**config.mk**
```make
export PLATFORM = sky130hd
export DESIGN_NAME = pattern_sequencer
export DESIGN_NICKNAME = d
export VERILOG_FILES = /design/src/rtl/pattern_pkg.sv /design/src/rtl/frame_edge_detect.sv /design/src/rtl/pattern_sequencer.sv
export SDC_FILE = /design/constraint.sdc
export NUM_CORES = 1
export LEC_CHECK = 0
export BUFFER_PORTS_ARGS = -buffer_cell sky130_fd_sc_hd__buf_2
export CAP_MARGIN = 10
export CORE_UTILIZATION = 56
export CTS_CLUSTER_SIZE = 24
export DETAILED_ROUTE_END_ITERATION = 10
export PLACE_DENSITY = 0.77
export SLEW_MARGIN = 40
export SYNTH_ARGS = -nofsm -noshare
export SYNTH_HDL_FRONTEND = slang
export SYNTH_SLANG_ARGS = --single-unit
```
**constraint.sdc**
```tcl
create_clock -name clk -period 2.2 [get_ports clk]
set_input_delay 0.33 -clock clk [delete_from_list [all_inputs] [get_ports clk]]
set_output_delay 0.33 -clock clk [all_outputs]
set_load 0.02 [all_outputs]
```
**src/rtl/pattern_pkg.sv**
```systemverilog
`default_nettype none
// ============================================================================
// Module   : pattern_pkg
// Purpose  : Shared constants, state encoding and helpers for the pattern
//            sequencer (pattern indices, speed limit, RUN/BLANK states).
// Revision : 1.0 - initial release
// ============================================================================
package pattern_pkg;

    // Generator indices as wired on the pattern_enable bus
    localparam logic [1:0] PAT_CHECKER  = 2'd0;
    localparam logic [1:0] PAT_STRIPES  = 2'd1;
    localparam logic [1:0] PAT_GRADIENT = 2'd2;
    localparam logic [1:0] PAT_PLASMA   = 2'd3;

    // Largest step_size the generators accept
    localparam logic [2:0] STEP_MAX = 3'd7;

    // Sequencer states: showing a pattern, or inserting black frames
    typedef enum logic [0:0] {
        ST_RUN   = 1'b0,
        ST_BLANK = 1'b1
    } state_e;

    // One-hot enable word for a generator index
    function automatic logic [3:0] onehot_sel(input logic [1:0] idx);
        onehot_sel = 4'b0001 << idx;
    endfunction

endpackage : pattern_pkg
`default_nettype wire

```
**src/rtl/frame_edge_detect.sv**
```systemverilog
`default_nettype none
// ============================================================================
// Module   : frame_edge_detect
// Purpose  : Frame-rate button edge detector. The button is sampled only on
//            next_frame, so a press must span a frame pulse to be seen and a
//            held button yields a single pulse.
// Revision : 1.0 - initial release
// ============================================================================
module frame_edge_detect (
    input  logic clk,
    input  logic rst_n,
    input  logic next_frame_i,
    input  logic btn_i,
    output logic press_o
);

    logic btn_prev_q;
    logic btn_prev_d;

    // History only moves on frame pulses; between frames it holds.
    always_comb begin
        btn_prev_d = btn_prev_q;
        if (next_frame_i) begin
            btn_prev_d = btn_i;
        end
    end

    // Button history register
    always_ff @(posedge clk or negedge rst_n) begin
        if (!rst_n) begin
            btn_prev_q <= 1'b0;
        end else begin
            btn_prev_q <= btn_prev_d;
        end
    end

    // Rising edge relative to the previous frame's sample, valid in the frame cycle only
    assign press_o = next_frame_i & btn_i & ~btn_prev_q;

endmodule : frame_edge_detect
`default_nettype wire

```
**src/rtl/pattern_sequencer.sv**
```systemverilog
`default_nettype none
// ============================================================================
// Module   : pattern_sequencer
// Purpose  : Frame-rate controller selecting the active pattern generator and
//            its step_size. Advances on btn_next or an auto-cycle timeout,
//            inserting BLANK_FRAMES black frames at each switch.
// Revision : 1.0 - initial release
// ============================================================================
module pattern_sequencer
    import pattern_pkg::*;
#(
    parameter int         NUM_PATTERNS = 4,
    parameter int         AUTO_FRAMES  = 240,
    parameter int         BLANK_FRAMES = 2,
    parameter logic [2:0] STEP_RESET   = 3'd2
) (
    input  logic       clk,
    input  logic       rst_n,
    input  logic       next_frame,
    input  logic       btn_next,
    input  logic       btn_faster,
    input  logic       btn_slower,
    input  logic       auto_mode,
    output logic [1:0] pattern_sel,
    output logic [3:0] pattern_enable,
    output logic [2:0] step_size,
    output logic       blank
);

    localparam int AUTO_W  = $clog2(AUTO_FRAMES);
    localparam int BLANK_W = $clog2(BLANK_FRAMES + 1);

    localparam logic [AUTO_W-1:0]  AUTO_LAST  = AUTO_W'(AUTO_FRAMES - 1);
    localparam logic [BLANK_W-1:0] BLANK_LOAD = BLANK_W'(BLANK_FRAMES - 1);
    localparam logic [1:0]         SEL_LAST   = 2'(NUM_PATTERNS - 1);

    state_e             state_q,     state_d;
    logic [1:0]         sel_q,       sel_d;
    logic [3:0]         enable_q,    enable_d;
    logic [2:0]         step_q,      step_d;
    logic               blank_q,     blank_d;
    logic [AUTO_W-1:0]  auto_cnt_q,  auto_cnt_d;
    logic [BLANK_W-1:0] blank_cnt_q, blank_cnt_d;

    logic press_next;
    logic press_faster;
    logic press_slower;
    logic auto_timeout;

    frame_edge_detect u_edge_next (
        .clk          (clk),
        .rst_n        (rst_n),
        .next_frame_i (next_frame),
        .btn_i        (btn_next),
        .press_o      (press_next)
    );

    frame_edge_detect u_edge_faster (
        .clk          (clk),
        .rst_n        (rst_n),
        .next_frame_i (next_frame),
        .btn_i        (btn_faster),
        .press_o      (press_faster)
    );

    frame_edge_detect u_edge_slower (
        .clk          (clk),
        .rst_n        (rst_n),
        .next_frame_i (next_frame),
        .btn_i        (btn_slower),
        .press_o      (press_slower)
    );

    // Timer expiry only counts while showing a pattern with auto-cycling on
    assign auto_timeout = (state_q == ST_RUN) && auto_mode && (auto_cnt_q == AUTO_LAST);

    // Next-state and output logic; everything holds unless a frame pulse arrives
    always_comb begin
        state_d     = state_q;
        sel_d       = sel_q;
        enable_d    = enable_q;
        step_d      = step_q;
        blank_d     = blank_q;
        auto_cnt_d  = auto_cnt_q;
        blank_cnt_d = blank_cnt_q;

        if (next_frame) begin
            // Simultaneous faster/slower presses cancel out
            if (press_faster && !press_slower) begin
                if (step_q != STEP_MAX) begin
                    step_d = step_q + 3'd1;
                end
            end else if (press_slower && !press_faster) begin
                if (step_q != 3'd0) begin
                    step_d = step_q - 3'd1;
                end
            end

            case (state_q)
                ST_RUN: begin
                    if (press_next || auto_timeout) begin
                        state_d     = ST_BLANK;
                        sel_d       = (sel_q == SEL_LAST) ? PAT_CHECKER : (sel_q + 2'd1);
                        enable_d    = 4'b0000;
                        blank_d     = 1'b1;
                        blank_cnt_d = BLANK_LOAD;
                        auto_cnt_d  = '0;
                    end else if (auto_mode) begin
                        auto_cnt_d = auto_cnt_q + AUTO_W'(1);
                    end else begin
                        auto_cnt_d = '0;
                    end
                end
                ST_BLANK: begin
                    // next presses here are dropped; their history still updates
                    auto_cnt_d = '0;
                    if (blank_cnt_q == '0) begin
                        state_d  = ST_RUN;
                        enable_d = onehot_sel(sel_q);
                        blank_d  = 1'b0;
                    end else begin
                        blank_cnt_d = blank_cnt_q - BLANK_W'(1);
                    end
                end
                default: begin
                    state_d = ST_RUN;
                end
            endcase
        end
    end

    // State and output registers
    always_ff @(posedge clk or negedge rst_n) begin
        if (!rst_n) begin
            state_q     <= ST_RUN;
            sel_q       <= PAT_CHECKER;
            enable_q    <= onehot_sel(PAT_CHECKER);
            step_q      <= STEP_RESET;
            blank_q     <= 1'b0;
            auto_cnt_q  <= '0;
            blank_cnt_q <= '0;
        end else begin
            state_q     <= state_d;
            sel_q       <= sel_d;
            enable_q    <= enable_d;
            step_q      <= step_d;
            blank_q     <= blank_d;
            auto_cnt_q  <= auto_cnt_d;
            blank_cnt_q <= blank_cnt_d;
        end
    end

    assign pattern_sel    = sel_q;
    assign pattern_enable = enable_q;
    assign step_size      = step_q;
    assign blank          = blank_q;

endmodule : pattern_sequencer
`default_nettype wire

```
Yosys cells after proc, flatten, opt, wreduce, memory -nomap -nowiden
Cells that the tools add are included.

Mux-type cells: 20. Reduce and logical (&&, ||, !) cells: 15. $add $sub $neg: 5. Multiply operators: 0. $lt $le $gt $ge: 0. Bitwise logic cells: 10. Divide/modulo/power cells: 0. Eq/ne operators: 7. Shift-type cells: 1.

Operators by type and width (number): two-way mux 8 bit (2); case mux 8 bit (2 select lines) (1); two-way mux 3 bit (4); AND reduction 3 bit (3); adder 8 x 1 -> 8 bit, second input constant (1); equality test 8 bit, second input constant (1); two-way mux 4 bit (2); case mux 4 bit (2 select lines) (1); bitwise AND 1 bit (6); two-way mux 2 bit (3); != test 2 x 1 -> 1 bit, second input constant (3); logical AND 1 bit (4); two-way mux 1 bit (4); inverter 1 bit (4); case mux 1 bit (2 select lines) (2); case mux 2 bit (2 select lines) (1); AND reduction 4 bit (1); nonzero test 2 bit (2); << shifter 1 x 2 -> 4 bit, first input constant (1); adder 3 x 1 -> 3 bit, second input constant (1); != test 3 bit, second input constant (1); nonzero test 3 bit (1); subtractor 3 x 1 -> 3 bit, second input constant (1); adder 2 x 1 -> 2 bit, second input constant (1); 6 further kinds (7).

Word-level logic and storage cells: 68. ROM bits: 0. Bits in writable memories: 0. Bits in registers: 24. Input port bits: 7. Memories kept: 0. Output and inout port bits: 10. Latch bits: 0.

Logic depth before layout (Yosys ltp)
Gate-level depths: netlist of the first run.

Depth after elaboration: 6. Depth in mapped cells: 11. Depth with buffers taken out: 9.

Hierarchy
A second synthesis of the first run with hierarchy kept.

Cell total of the unflattened synthesis: 137. Area total of the unflattened synthesis: 1352.5 µm².

Modules (own cells, without submodules): pattern_sequencer (times used 1, sequential area each 528.0 µm², area an instance 1202.4 µm², cells an instance 128); frame_edge_detect (times used 3, sequential area each 25.0 µm², area an instance 50.0 µm², cells an instance 3).

Worst setup path before layout of the first run
No wires, ideal clock.

Path type: in2reg. From: input port next_frame. To: register step_q[2] (netlist: step_size[2]). Setup time: 0.128 ns. Arrival: 2.115 ns. Required time: 2.072 ns. Stages on the path: 11. Slack: -0.043 ns. Path buffers: 2. Cell sequence: buf_2 -> clkbuf_1 -> nand2_1 -> nor2_1 -> ha_1 -> inv_1 -> fa_1 -> nor3_1 -> a41oi_1 -> o22ai_1 -> a21oi_1.

Cells in the longest elaborated chain, start to end: 6. Elaborated cells between the ends (all ways): 13. Those cells by class: eq/ne: 1; mux: 1; bitwise: 4; reduce/logical: 7.

RTL lines: start, declared (line pattern_sequencer.sv:19) `input logic next_frame,`; bitwise AND 1 bit (2 in series) (line frame_edge_detect.sv:38) `assign press_o = next_frame_i & btn_i & ~btn_prev_q;`; zero test 1 bit (on tied branches) (line pattern_sequencer.sv:89, pattern_sequencer.sv:93); logical AND 1 bit (on tied branches) (line pattern_sequencer.sv:89, pattern_sequencer.sv:93); != test 2 x 1 -> 1 bit (no source line) / nonzero test 2 bit (equally long branches); AND reduction 4 bit (no source line); end signal, assigned (line pattern_sequencer.sv:146) `step_q <= step_d;`; end, declared (line pattern_sequencer.sv:40) `logic [2:0] step_q, step_d;`.

Several ways; a longest one is shown, not always the timed one. A chain may end at the register's enable or synchronous reset.

Final worst setup path of the first run
From: register auto_cnt_q[0]. To: register auto_cnt_q[3].

Cells in the longest elaborated chain, start to end: 5. Elaborated cells between the ends (all ways): 7. Those cells by class: add/sub: 1; eq/ne: 1; mux: 3; reduce/logical: 2.

RTL lines: start, declared (line pattern_sequencer.sv:42) `logic [AUTO_W-1:0] auto_cnt_q, auto_cnt_d;`; start signal, assigned (line pattern_sequencer.sv:148) `auto_cnt_q <= auto_cnt_d;`; branches (longest 3 deep; another with adder 8 x 1 -> 8 bit); two-way mux 8 bit * (line pattern_sequencer.sv:101) `if (press_next || auto_timeout) begin`; case mux 8 bit (2 select lines) * (line pattern_sequencer.sv:99) `case (state_q)`.

Every way passes the cells marked *.

==> results of run 1 <==
-- flip-flops by register name (all words and copies together) (netlist names) --
name / cells
blank: 1
step_size: 3
u_edge_slower.btn_prev_q: 1
state_q: 1
u_edge_next.btn_prev_q: 1
pattern_enable: 4
u_edge_faster.btn_prev_q: 1
blank_cnt_q: 2
pattern_sel: 2
auto_cnt_q: 8
-- worst max-delay path by stage --
stage,from,endpoint,slack [ns],cells after the start
finish,auto_cnt_q[0],auto_cnt_q[3],0.36,5
global route,auto_cnt_q[0],auto_cnt_q[2],0.24,5
CTS,auto_cnt_q[0],auto_cnt_q[3],0.36,5
detailed placement,next_frame,step_size[2],0.20,10
global placement,next_frame,step_size[2],0.28,10
floorplan,next_frame,step_size[2],0.05,11
-- per-layer routing --
metal / track usage, % / routed length [um] / vias to the layer above
met3: 4.46 / 106 / 4
met2: 42.8 / 1370 / 28
li1: - / - / 526
met4: 8.80 / 29 / 0
met1: 26.5 / 1160 / 535
met5: 0 / 0 / -
-- logic make-up after synthesis --
| kind of cell | share of synthesized area [%] |
|---|---|
| buffers and inverters | 4.83 |
| muxes | 3.35 |
| adders and majority gates | 7.99 |
| AOI/OAI and AO/OA | 19.1 |
| DFF | 44.8 |
| xor gates and xnor gates | 1.95 |
| and+or+nand+nor | 17.9 |
-- Yosys cell counts (all sizes together) (2+ instances only) --
master / count
clkbuf: 3
dfstp: 2
xnor2: 3
nand2b: 2
buf: 2
nor2b: 5
ha: 7
nand3b: 2
nor3: 6
o211ai: 2
nor2: 7
a21o: 2
o2bb2ai: 5
nand3: 5
o21ai: 7
mux2: 4
dfrtp: 22
inv: 11
a21oi: 12
nand2: 13
-- metrics by stage --
step | cells | hold slack (ns) | utilization, %
2_1_floorplan | 138 | 0.0344 | -
3_3_place_gp | 179 | 0.335 | 65.0
3_5_place_dp | 179 | 0.341 | 65.0
4_1_cts | 184 | 0.238 | 67.8
5_1_grt | 184 | 0.239 | 67.8
6_report | 184 | 0.246 | 67.8
-- where the power goes --
group / internal, uW / switching (uW)
clock network: 184 / 138
registers: 571 / 131
logic: 278 / 402
-- layout make-up --
class	count	area (um^2)
Multi-Input combinational cell	98	678
Fill cell	190	718
Tap cell	28	35.0
Sequential cell	24	603
Timing Repair Buffer	19	105
Clock inverter	1	30.0
Inverter	11	41.3
Clock buffer	3	22.5
-- worst min-delay path, cell delays in order --
cell and delay, ns:
buf_2 0.08, nand2_1 0.06, o21ai_0 0.07
-- timing repair --
item	in CTS	in global routing
hold endpoints to repair	22	0
endpoints found under the setup margin	0	0
hold buffers	1	0
==> summary.md, run 1 <==
| Metric | Value |
|---|---|
| CTS buffer count | 3 |
| Slew Viols, Final | 0 |
| Worst VDD drop | 799 uV |
| Clock transition at path regs | 0.13 ns |
| Worst r2r dst | auto_cnt_q[3] |
| Hold Crit Class | input pin to flip-flop |
| DR vias | 1,093 |
| Cell leakage power | 0.000720 uW |
| Clk_lat worst skew | 0.32 ns |
| Slew margin rel. | 63.7% |
| Gr usage total | 23.4% |
| Diode count | 0 |
| Detailed Route Iter0 Violations | 23 |
| Rows | 17 |
| Largest stage delay, worst path | 0.49 ns |
| Routability cong. | 0.755 |
| # setup viols final | 0 |
| Post-route cell area | 1520 um^2 |
| R2R Setup Slk | 0.36 ns |
| Share of layout cells above drive strength 1 | 21.2% |
| Placed Area | 1450 um^2 |
| DRT Pass-1 Iters | 4 |
| Sequential share of the synthesized area | 44.8% |
| Hold Vio Cnt, Final | 0 |
| Slew @ Worst Pin | 0.541 ns |
| CTS tree | yes |
| Tcrit/Tclk final | 83.6% |
| Layout area overhead | 12.5% |
| Core area | 2230 um^2 |
| Top_reg_cell synth | dfrtp_1 |
| Total power draw | 1700 uW |
| Max Cap Viol | 0 |
| DRC Markers | 0 |
| IO Pins | 17 |
| RSZ-0062 raised after global routing | no |
| Yosys cell types | 41 |
| Setup WS pre-CTS | 0.197 ns |
| Setup TNS | 0 ns |
| Vias in the first global route | 1,068 |
| Peak Freq | 544 MHz |
| WP data arrival | 2.06 ns |
| Hold Path Sink | u_edge_faster.btn_prev_q |
| Maximum clock insertion buffer count | 2 |
| Min-Delay Startpoint | btn_faster |
| Asr flop ratio synth | 100% |
| Avg Synthesized Cell Area | 9.76 um^2 |
| Worst Setup Slack, final | 0.360 ns |
| Largest net degree at the start of global routing | 25 |
| Synth top area share | 40.9% |
| Clock sink total | 24 |
| Hold-critical path depth | 3 |
| Yosys warnings | 0 |
| DR WL/cell | 14.5 um |
| Number of port buffers | 16 |
| Global-route wire length before repair | 4.43 mm |
| DR vias/cell | 5.94 |
| Cells along the critical path | ha_1 > nand4b_2 > o2111ai_2 > nor4_1 > a211o_1 |
| CP Capture Type | flip-flop |
| Setup CP Type | flip-flop to flip-flop |
| Post-DP HPWL | 1.96 mm |
| Bufs and invs on worst path | 0 |
| Synthesized area | 1350 um^2 |
| Fin crit period | 1.84 ns |
| Post-Syn Instances | 138 |
| Nets | 172 |
| Worst r2r path cells | 5 |
| Status | finished clean |
| Total setup buffers inserted after CTS | 0 |
| Critical path's top delay family | compound AO/OA/AOI/OAI gates |
| Die extent in x | 51.0 um |
| PD cells | 1120 nW/um^2 |
| Clk_skew | 0.00896 ns |
| Area leader, netlist | dfrtp_1 |
| Synthesized flop and latch total | 24 |
| Critical Path Fanout Max | 11 |
| Die Footprint | 2600 um^2 |
| Routed WL | 2.66 mm |
| Remaining global-route overflow | 0 |
| Post-synth EDFFs | 0 |
| Crit start category | flip-flop |
| Initial core utilization | 60.3% |
| CTS resizes | 0 |
| Commonest non-fill, non-tap cell in the layout | dfrtp_1 |
| Die height | 51.0 um |
| Synth area leaders | dfrtp_1 41%, ha_1 6.5%, a21oi_1 4.5% |
| Post-synth net total | 153 |
| Most frequent cells in the layout | 22 x dfrtp_1, 16 x buf_2, 13 x nand2_1 |
| Slowest CP cell | o2111ai_2 |
| H-tree depth | 1 |
| Initial antenna violation count | 0 |
| Remaining antenna violation count | 0 |
| R2R Path Start | auto_cnt_q[0] |
| Root buffer cell | clkbuf_4 |
| Data required time of the worst path | 2.42 ns |
Note: power is estimated with default switching activity, not from simulation.
==> run 2, diff against run 1 <==
--- a/config.mk
+++ b/config.mk
@@ -7,10 +7,10 @@
 export LEC_CHECK = 0
 export BUFFER_PORTS_ARGS = -buffer_cell sky130_fd_sc_hd__buf_2
 export CAP_MARGIN = 10
-export CORE_UTILIZATION = 56
+export CORE_UTILIZATION = 51
 export CTS_CLUSTER_SIZE = 24
 export DETAILED_ROUTE_END_ITERATION = 10
-export PLACE_DENSITY = 0.77
+export PLACE_DENSITY = 0.74
 export SLEW_MARGIN = 40
 export SYNTH_ARGS = -nofsm -noshare
 export SYNTH_HDL_FRONTEND = slang
==> constraint.sdc (replaced) <==
create_clock -name clk -period 1.5 [get_ports clk]
set_input_delay 0.225 -clock clk [delete_from_list [all_inputs] [get_ports clk]]
set_output_delay 0.225 -clock clk [all_outputs]
set_load 0.02 [all_outputs]
==> run 2 against run 1 <==
Net effect:
- the run now ends with setup timing left
- combinational power up 130%
- count of clock-buffer cells in the layout up 1
- final area is 21% higher
- register-to-register slack got worse by 0.53 ns
- largest power group is now combinational cells
==> summary.md, run 2 (synthesis results as in run 1) <==
| Metric | Value |
|---|---|
| Clk_skew | 0.0125 ns (was 0.00896 ns) |
| DR WL/cell | 16.1 um (was 14.5 um) |
| # setup viols final | 12 (was 0) |
| H-tree depth | 1 (unchanged) |
| Met3 usage | 3.74% (was 4.46%) |
| Largest register by flop count | auto_cnt_q (unchanged) |
| Slew margin rel. | 63.6% (was 63.7%) |
| Tcrit/Tclk final | 111% (was 83.6%) |
| Fill cells | 188 (was 190) |
| Worst VDD drop | 1510 uV (was 799 uV) |
| Peak Freq | 599 MHz (was 544 MHz) |
| Remaining global-route overflow | 0 (unchanged) |
| CTS buffer count | 3 (unchanged) |
| Crit start category | flip-flop (unchanged) |
| Post-DP HPWL | 2.24 mm (was 1.96 mm) |
| Largest net degree at the start of global routing | 25 (unchanged) |
| Total power draw | 2900 uW (was 1700 uW) |
| Stages on the worst setup path | 7 (was 5) |
| Layout area overhead | 36.7% (was 12.5%) |
| PD cells | 1570 nW/um^2 (was 1120 nW/um^2) |
| CP startpoint | u_edge_faster.btn_prev_q (was auto_cnt_q[0]) |
| CTS tree | yes (unchanged) |
| Most frequent cells in the layout | 22 x dfrtp_1, 19 x buf_4, 17 x buf_2 (was 22 x dfrtp_1, 16 x buf_2, 13 x nand2_1) |
| R2R Path Start | u_edge_faster.btn_prev_q (was auto_cnt_q[0]) |
| RSZ-0062 raised after global routing | yes (was no) |
| Vias in the first global route | 1,101 (was 1,068) |
| Initial antenna violation count | 0 (unchanged) |
| Setup CP Type | flip-flop to flip-flop (unchanged) |
| Gr busiest metal | met2 (unchanged) |
| Clock transition at path regs | 0.13 ns (about the same) |
| Routability cong. | 0.768 (was 0.755) |
| Worst r2r dst | step_size[1] (was auto_cnt_q[3]) |
| Critical path's top delay family | adder cells (was compound AO/OA/AOI/OAI gates) |
| Max Cap Viol | 0 (unchanged) |
| DR vias/cell | 5.73 (was 5.94) |
| Commonest non-fill, non-tap cell in the layout | dfrtp_1 (unchanged) |
| Data required time of the worst path | 1.75 ns (was 2.42 ns) |
| Setup crit end | step_size[1] (was auto_cnt_q[3]) |
| Initial core utilization | 54.3% (was 60.3%) |
| DR vias | 1,191 (was 1,093) |
| Cell leakage power | 0.000876 uW (was 0.000720 uW) |
| Routed WL | 3.34 mm (was 2.66 mm) |
| Slew Viols, Final | 0 (unchanged) |
| Die height | 53.4 um (was 51.0 um) |
| Hold slack final | 0.180 ns (was 0.246 ns) |
| R2R Setup Slk | -0.17 ns (was 0.36 ns) |
| Cells along the critical path | nor2_2 > ha_2 > inv_2 > fa_2 > nand2b_4 > a21oi_2 > nor3_2 (was ha_1 > nand4b_2 > o2111ai_2 > nor4_1 > a211o_1) |
| CP Capture Type | flip-flop (unchanged) |
| Die Footprint | 2850 um^2 (was 2600 um^2) |
| Root buffer cell | clkbuf_4 (unchanged) |
| WP data arrival | 1.92 ns (was 2.06 ns) |
| Critical Path Fanout Max | 2 (was 11) |
| Remaining antenna violation count | 0 (unchanged) |
| Worst r2r path cells | 7 (was 5) |
| DRC Markers | 0 (unchanged) |
| Met2 usage | 44.8% (was 42.8%) |
| Detailed Route Iter0 Violations | 40 (was 23) |
| Clk_lat worst skew | 0.32 ns (about the same) |
| Clock sink total | 24 (unchanged) |
| Largest stage delay, worst path | 0.54 ns (was 0.49 ns) |
| Nets | 194 (was 172) |
| Met1 Usage GRT | 29.3% (was 26.5%) |
| Maximum clock insertion buffer count | 2 (unchanged) |
| Die extent in x | 53.4 um (was 51.0 um) |
| Slowest CP cell | fa_2 (was o2111ai_2) |
| Hold Vio Cnt, Final | 0 (unchanged) |
| Core area | 2480 um^2 (was 2230 um^2) |
| Status | complete, but fails checks (was finished clean) |
| Largest register FFs | 8 (unchanged) |
| Setup TNS | -1.01 ns (was 0 ns) |
| Hold Crit Class | input pin to flip-flop (unchanged) |
| Share of layout cells above drive strength 1 | 46.1% (was 21.2%) |
| Worst Setup Slack, final | -0.169 ns (was 0.360 ns) |
| Util after Layout | 74.3% (was 67.8%) |
| IO Pins | 17 (unchanged) |
| Rows | 18 (was 17) |
| Fin crit period | 1.67 ns (was 1.84 ns) |
| Number of port buffers | 16 (unchanged) |
| Bufs and invs on worst path | 1 (was 0) |
| Gr usage total | 24.7% (was 23.4%) |
| Slew @ Worst Pin | 0.545 ns (was 0.541 ns) |
| Failing checks | setup timing |
| DRT Pass-1 Iters | 4 (unchanged) |
| Diode count | 0 (unchanged) |
| Global-route wire length before repair | 4.93 mm (was 4.43 mm) |
run 2: changes by cell type in the layout (fill, tap and decap cells not counted), moves of 3 or more:
cell,before,now
o2bb2ai_1,5,1
buf_6,0,4
o2bb2ai_2,0,4
mux2_4,0,3
a21oi_1,12,8
ha_1,7,4
nor3_1,5,2
buf_4,2,19
a21oi_2,0,4
run 2: worst min path at each step:
stage / from / to / slack (ns) / cells past startpoint
after floorplan: rst_n / auto_cnt_q[0] / -0.07 / 0
after CTS: btn_faster / u_edge_faster.btn_prev_q / 0.16 / 3
after global placement: rst_n / auto_cnt_q[0] / 0.24 / 1
final: btn_faster / u_edge_faster.btn_prev_q / 0.18 / 3
after global routing: btn_faster / u_edge_faster.btn_prev_q / 0.16 / 3
after detailed placement: rst_n / auto_cnt_q[5] / 0.24 / 1
run 2: repair_timing:
item | CTS | global route
hold endpoints to repair | 22 | 0
pin swaps | 9 | 11
setup endpoints to repair | 9 | 19
gates cloned | 0 | 1
setup buffers | 3 | 5
resized for setup | 10 | 21
hold buffers | 1 | 0
run 2: cell type report:
type | count | area (um^2) | share of cell area, %
flip-flops and latches | 24 | 603 | 32.8
multi-input cells | 98 | 840 | 45.6
repair buffers | 41 | 283 | 15.4
well taps | 30 | 37.5 | 2.04
inverters | 11 | 41.3 | 2.24
clock buffers | 4 | 36.3 | 1.97
run 2: tightest hold or removal path: cells and delay by family:
kind / cells / cell delay, ns
AO/OA/AOI/OAI: 1 / 0.08
buffers and inverters: 1 / 0.10
AND/OR/NAND/NOR: 1 / 0.06
run 2: power breakdown:
| part | switching (uW) | internal [uW] |
|---|---|---|
| registers | 161 | 839 |
| logic | 824 | 721 |
| clock network | 203 | 148 |
| total | 1190 | 1710 |
run 2: metal layers:
metal | up-vias | part of all wire (%)
met4 | 0 | 1.6
met3 | 8 | 3.3
met5 | - | 0
li1 | 570 | -
met2 | 31 | 53
met1 | 582 | 42
run 2: stage by stage:
step / cell area (um^2) / instances / setup slack [ns]
2_1_floorplan: 1420 / 138 / -0.309
3_3_place_gp: 1620 / 197 / -0.132
3_5_place_dp: 1620 / 197 / -0.239
4_1_cts: 1730 / 204 / -0.211
5_1_grt: 1840 / 208 / -0.214
6_report: 1840 / 208 / -0.169
